<file path="config.mk">
export PLATFORM = sky130hd
export DESIGN_NAME = shared_cell_arbiter
export DESIGN_NICKNAME = d
export VERILOG_FILES = /design/src/rtl/shared_cell_arbiter.sv
export SDC_FILE = /design/constraint.sdc
export NUM_CORES = 1
export LEC_CHECK = 0
export ABC_AREA = 1
export BUFFER_PORTS_ARGS = -buffer_cell sky130_fd_sc_hd__buf_2
export CORE_ASPECT_RATIO = 1.25
export CORE_MARGIN = 8
export CORE_UTILIZATION = 48
export CTS_CLUSTER_DIAMETER = 80
export DETAILED_ROUTE_END_ITERATION = 7
export PLACE_DENSITY = 0.81
export SETUP_SLACK_MARGIN = 0.15
export SLEW_MARGIN = 40
export SYNTH_ARGS = -nofsm -noshare
export SYNTH_HDL_FRONTEND = slang
export SYNTH_SLANG_ARGS = --single-unit
</file>
<file path="constraint.sdc">
create_clock -name clk -period 1.9 [get_ports clk]
set_clock_uncertainty 0.2 [all_clocks]
set_input_delay 0.095 -clock clk [delete_from_list [all_inputs] [get_ports clk]]
set_output_delay 0.095 -clock clk [all_outputs]
set_load 0.1 [all_outputs]
</file>
<file path="src/rtl/shared_cell_arbiter.sv">
// Round-robin REQ/GNT/DONE arbiter for one shared datapath resource.
// Define ARB_TIMEOUT_EN to add a watchdog that forces release after TMO_CYCLES of ownership.
module shared_cell_arbiter #(
  parameter int N          = 4,
  parameter int TMO_CYCLES = 16,
  localparam int IDW       = (N > 1) ? $clog2(N) : 1
) (
  input  logic           clk,
  input  logic           r,
  input  logic [N-1:0]   req,
  input  logic           done,
  output logic [N-1:0]   gnt,
  output logic [IDW-1:0] gnt_id,
  output logic           busy,
  output logic           tmo
);

  localparam logic [1:0] IDLE = 2'd0;
  localparam logic [1:0] OWN  = 2'd1;
  localparam logic [1:0] GAP  = 2'd2;

  logic [1:0]     state;
  logic [IDW-1:0] ptr;
  logic           win_found;
  logic [IDW-1:0] win_id;
  logic [IDW-1:0] ptr_next;
  logic [IDW:0]   cand;
  logic [IDW:0]   nxt;
  logic           release_norm;
  logic           release_any;

  // Scan upward from ptr with wrap; the extra bit keeps ptr+i from overflowing before the wrap.
  // NOTE: every always_comb output gets a default first so no path can infer a latch.
  always_comb begin
    win_found = 1'b0;
    win_id    = '0;
    cand      = '0;
    for (int i = 0; i < N; i++) begin
      cand = {1'b0, ptr} + (IDW+1)'(i);
      if (cand >= (IDW+1)'(N)) cand = cand - (IDW+1)'(N);
      if (!win_found && req[cand[IDW-1:0]]) begin
        win_found = 1'b1;
        win_id    = cand[IDW-1:0];
      end
    end
    nxt = {1'b0, win_id} + (IDW+1)'(1);
    if (nxt >= (IDW+1)'(N)) nxt = '0;
    ptr_next = nxt[IDW-1:0];
  end

  // Owner withdrawing its request counts as a release just like DONE.
  assign release_norm = done | ~req[gnt_id];
  assign busy         = |gnt;

`ifdef ARB_TIMEOUT_EN
  localparam int CW = $clog2(TMO_CYCLES);

  logic [CW-1:0] cnt;
  logic          expire;

  assign expire      = (cnt == CW'(TMO_CYCLES - 1));
  assign release_any = release_norm | expire;

  // DONE on the expiry edge wins, so the pulse only marks a genuinely forced release.
  always_ff @(posedge clk) begin
    if (r) begin
      cnt <= '0;
      tmo <= 1'b0;
    end else begin
      tmo <= 1'b0;
      if (state != OWN) begin
        cnt <= '0;
      end else if (release_any) begin
        tmo <= expire & ~release_norm;
      end else begin
        cnt <= cnt + 1'b1;
      end
    end
  end
`else
  assign release_any = release_norm;
  assign tmo         = 1'b0;
`endif

  // NOTE: all state updates use non-blocking assignments so every register sees pre-edge values.
  always_ff @(posedge clk) begin
    if (r) begin
      state  <= IDLE;
      gnt    <= '0;
      gnt_id <= '0;
      ptr    <= '0;
    end else begin
      case (state)
        IDLE: begin
          if (win_found) begin
            state  <= OWN;
            gnt    <= N'(1) << win_id;
            gnt_id <= win_id;
            ptr    <= ptr_next;
          end
        end
        OWN: begin
          if (release_any) begin
            state  <= GAP;
            gnt    <= '0;
            gnt_id <= '0;
          end
        end
        GAP:     state <= IDLE;
        default: state <= IDLE;
      endcase
    end
  end

endmodule

</file>
### Yosys cells after proc, flatten, opt, wreduce, memory -nomap -nowiden

Cells that the tools add are included.

* shift operators: 1
* $mul: 0
* bitwise gates (word level): 2
* add/subtract/negate cells: 8
* divide/modulo/power cells: 0
* magnitude comparators: 10
* reductions and logical operators: 12
* eq/ne operators: 3
* multiplexer cells: 32

Operator list (count)
* two-way mux 2 bit: 13
* < comparator 2 x 3 -> 1 bit, second input constant: 5
* >= comparator 3 bit, second input constant: 4
* binary-select mux 1 bit (select 2 bit): 5
* two-way mux 1 bit: 9
* two-way mux 4 bit: 2
* case mux 2 bit (2 select lines): 2
* case mux 4 bit (2 select lines): 1
* subtractor 2 x 1 -> 2 bit, second input constant: 4
* adder 2 x 1 -> 3 bit, second input constant: 2
* adder 2 x 2 -> 3 bit, second input constant: 2
* inequality test 2 bit, second input constant: 2
* AND reduction 2 bit: 2
* OR reduction 4 bit: 1
* left shift 1 x 2 -> 4 bit, first input constant: 1
* >= comparator 2 x 3 -> 1 bit, second input constant: 1
* logical AND 1 bit: 3
* zero test 1 bit: 3
* AND reduction 3 bit: 1
* equality test 2 x 1 -> 1 bit, second input constant: 1
* zero test 2 bit: 1
* nonzero test 2 bit: 1
* inverter 1 bit: 1
* OR 1 bit: 1

* ROM bits: 0
* RAM bits: 0
* latch bits: 0
* output and inout port bits: 8
* memories kept: 0
* flip-flop bits (word level): 10
* logic and storage cells: 72
* input bits: 7

### Longest topological paths before layout

* depth in word-level cells: 17
* gate-level depth with buffers: 14
* depth with buffers taken out: 13

### Least setup slack after synthesis

No wires, ideal clock.

* path kind: register to output
* start: register gnt[3]
* end: output busy
* data arrival time: 1777 ps
* path buffers: 0
* stages on the path, launching flop included: 2
* required time: 1605 ps
* setup slack: -172 ps
* cells stage by stage: dfxtp_1 > or4_1

* word-level cells in the longest chain between the ends: 1

RTL lines
* start: declaration: RTL line 12 `output logic [N-1:0] gnt,`
* start signal: assignment: RTL line 97 `gnt <= N'(1) << win_id;`
* OR reduction 4 bit: RTL line 53 `assign busy = |gnt;`
* end: declaration: RTL line 14 `output logic busy,`

Every way passes these cells.

### Worst setup path after layout

* start: register ptr[0]
* end: register ptr[1]

* word-level cells in the longest chain between the ends: 17
* elaborated cells on any way between the ends: 41
* those cells by class: 8 x add/sub; 5 x order compare; 21 x mux; 7 x reduce/logical

RTL lines
* start: declaration: RTL line 23 `logic [IDW-1:0] ptr;`
* start signal: assignment: RTL line 99 `ptr <= ptr_next;`
* branches (longest 13 deep; another with adder 2 x 1 -> 3 bit)
* two-way mux 2 bit (*): RTL line 41 `if (!win_found && req[cand[IDW-1:0]]) begin`
* adder 2 x 1 -> 3 bit (*): RTL line 46 `nxt = {1'b0, win_id} + (IDW+1)'(1);`
* >= comparator 3 bit: RTL line 47 `if (nxt >= (IDW+1)'(N)) nxt = '0;`
* two-way mux 2 bit (*): RTL line 47
* net nxt[1]: RTL line 28 `logic [IDW:0] nxt;`

Mark *: on every way through the listed nets, which the timed path passes. The select of a mux whose other input is x is not followed.
A chain may end at the register's enable or synchronous reset.

==> run summary <==
outcome = complete, but fails checks
failing checks = setup timing
worst path arrival time = 1.93 ns
hpwl dp = 1.53 mm
total gr overflow = 0
Yosys cell types = 23
Routed Antenna Nets = 0
initial antenna violation count = 0
Die X = 52.4 um
# rows = 16
Yosys Warn Count = 0
fin util = 83.4%
Clock Sink Count = 10
setup tns final = -0.216 ns
Placed Cells incl. Taps = 159
Core Region = 1560 um2
post-synthesis sequential area ratio = 25.2%
Cell Area, Synth = 793 um2
Post-Route WL = 2.44 mm
GRT Util Overall = 14.7%
flops & latches, synth = 10
layout cell share with drive strength beyond 1 = 61.8%
syn avg cell area = 6.67 um2
number of CTS-inserted buffers = 3
crit-path cells = buf_6 > nand2_4 > nand2_4 > nand2_4 > nand2_4 > nor2_8 > buf_4 > nand3_4 > nand2_2 > inv_2 > ha_4 > o21ai_1 > a21oi_1
Nets = 169
CP Max Fanout = 6
Max-Cap Viols = 0
period utilisation layout = 103%
Final min period = 1.97 ns
Syn Nets = 130
vias per inst = 5.26
endpoints failing hold = 0
RSZ-0062 raised after global routing = true
vias after detailed routing = 921
GPL Wtd Cong = 0.945
global-route wire length before repair = 3.62 mm
commonest non-fill, non-tap cells in the layout = nand2_1 (23), buf_4 (17), nand2_2 (16)
Layout area overhead = 64.2%
Highest Clock Rate = 0.509 GHz
CP Capture Type = register
largest net degree at the start of global routing = 10
worst path bufs/invs = 3
slowest stage delay, CP = 0.38 ns
Main synth FF type = dfxtp_1
commonest non-fill, non-tap cell in the layout = nand2_1
vias in the first global route = 884
CTS tree = done
clk root buf = clkbuf_4
CTS H-tree lvls = 1
wire length per cell = 13.9 um
Max Buffers Root-to-Sink = 2
Setup violations, final = 4
Starting Density = 50.8%
I/O pins = 15
Iter 0 DRT Violations = 13
Clock Latency Late Sink = 0.28 ns
DRC = 0
Reg clk slew, reported paths = 0.07 ns
die span in y = 61.5 um
Slew Limit Fails = 0
WS Path Type = reg2reg
critical path's slowest cell = dfxtp_4
final std cells w/o fill = 175
# port buffers = 13
Hold WC Path Type = in2reg
drt first pass iters = 4
Post-synth EDFFs = 0
die area = 3220 um2
final worst slack = -0.0654 ns
crit path launch type = register
Crit path top cell by count = nand2_4
Cells after Synth = 119
CP required = 1.87 ns
asr flop ratio synth = 0%
CP top delay family = simple AND/OR/NAND/NOR gates
# diodes = 0
-- worst paths after layout --
kind	start	endpoint	slack, ns	cells after the start
max	ptr[0]$_SDFFE_PP0P_	ptr[1]$_SDFFE_PP0P_	-0.07	13
max reg2reg	ptr[0]$_SDFFE_PP0P_	ptr[1]$_SDFFE_PP0P_	-0.07	13
min	req[0]	state[1]$_SDFFE_PP0P_	0.07	6
min reg2reg	gnt[3]$_SDFFE_PP0P_	gnt[3]$_SDFFE_PP0P_	0.29	2
-- synthesized netlist by cell type, types with 2 or more instances --
master	number	area, um2
nor2_1	3	11.3
a21oi_2	2	17.5
ha_1	4	50.1
inv_1	14	52.6
dfxtp_1	10	200
nand4_1	2	12.5
nand2_2	6	37.5
nand2_1	41	154
nand3_1	10	50.1
a21oi_1	8	40.0
o21ai_0	4	20.0
nand2_4	4	45.0
-- routing by layer --
metal	vias to the layer above	wire, um	global-route usage [%]
met2	35	1260	28.4
met1	423	969	14.1
met3	9	117	1.93
met4	0	92	9.26
met5	-	0	0
li1	454	-	-
-- metrics by stage --
step / hold WS, ns / instance area (um2) / worst slack (ns)
finish: 0.0706 / 1300 / -0.0654
global route: 0.171 / 1300 / -0.133
detailed placement: 0.162 / 992 / -0.146
floorplan: 0.0947 / 837 / 0.0198
global placement: 0.157 / 992 / -0.103
CTS: 0.0720 / 1130 / -0.0602
-- worst register-to-register path, stage by stage (launching register included) --
cell and delay [ns]:
dfxtp_4 0.38, buf_6 0.14, nand2_4 0.06, nand2_4 0.06, nand2_4 0.07, nand2_4 0.06, nor2_8 0.14, buf_4 0.14
nand3_4 0.06, nand2_2 0.09, inv_2 0.07, ha_4 0.23, o21ai_1 0.11, a21oi_1 0.05
-- what timing repair did --
action	4_1_cts	5_1_grt
hold buffers	2	0
hold endpoints to repair	8	0
gates resized for setup	18	31
setup endpoints to repair	9	9
setup buffers	5	5
pin swaps	17	17
-- layout make-up --
class                      instances  area, um2
timing repair buffer              37        269
clock buffer                       4       36.3
tap                               18       22.5
inverter                          16       72.6
sequential                        10        208
fill                             101        259
multi-input combinational         90        694
-- state kept, by name, summed over array words and instances (netlist names) --
| register | cells |
|---|---|
| state | 2 |
| gnt | 4 |
| ptr | 2 |
| gnt_id | 2 |
-- kinds of logic (layout without fill, tap and decap cells) --
| logic type | after synthesis | after routing | share of synthesized area (%) |
|---|---|---|---|
| and+or+nand+nor | 69 | 69 | 44.8 |
| buffers and inverters | 19 | 57 | 11.4 |
| AOI/OAI and AO/OA | 16 | 16 | 11.8 |
| DFF | 10 | 10 | 25.2 |
| adders and majority gates | 4 | 4 | 6.31 |
| other | 1 | 1 | 0.473 |
Power is left out: the tool's default activity adds up to more than one toggle a clock period on the data nets, which glitch-free logic cannot reach.
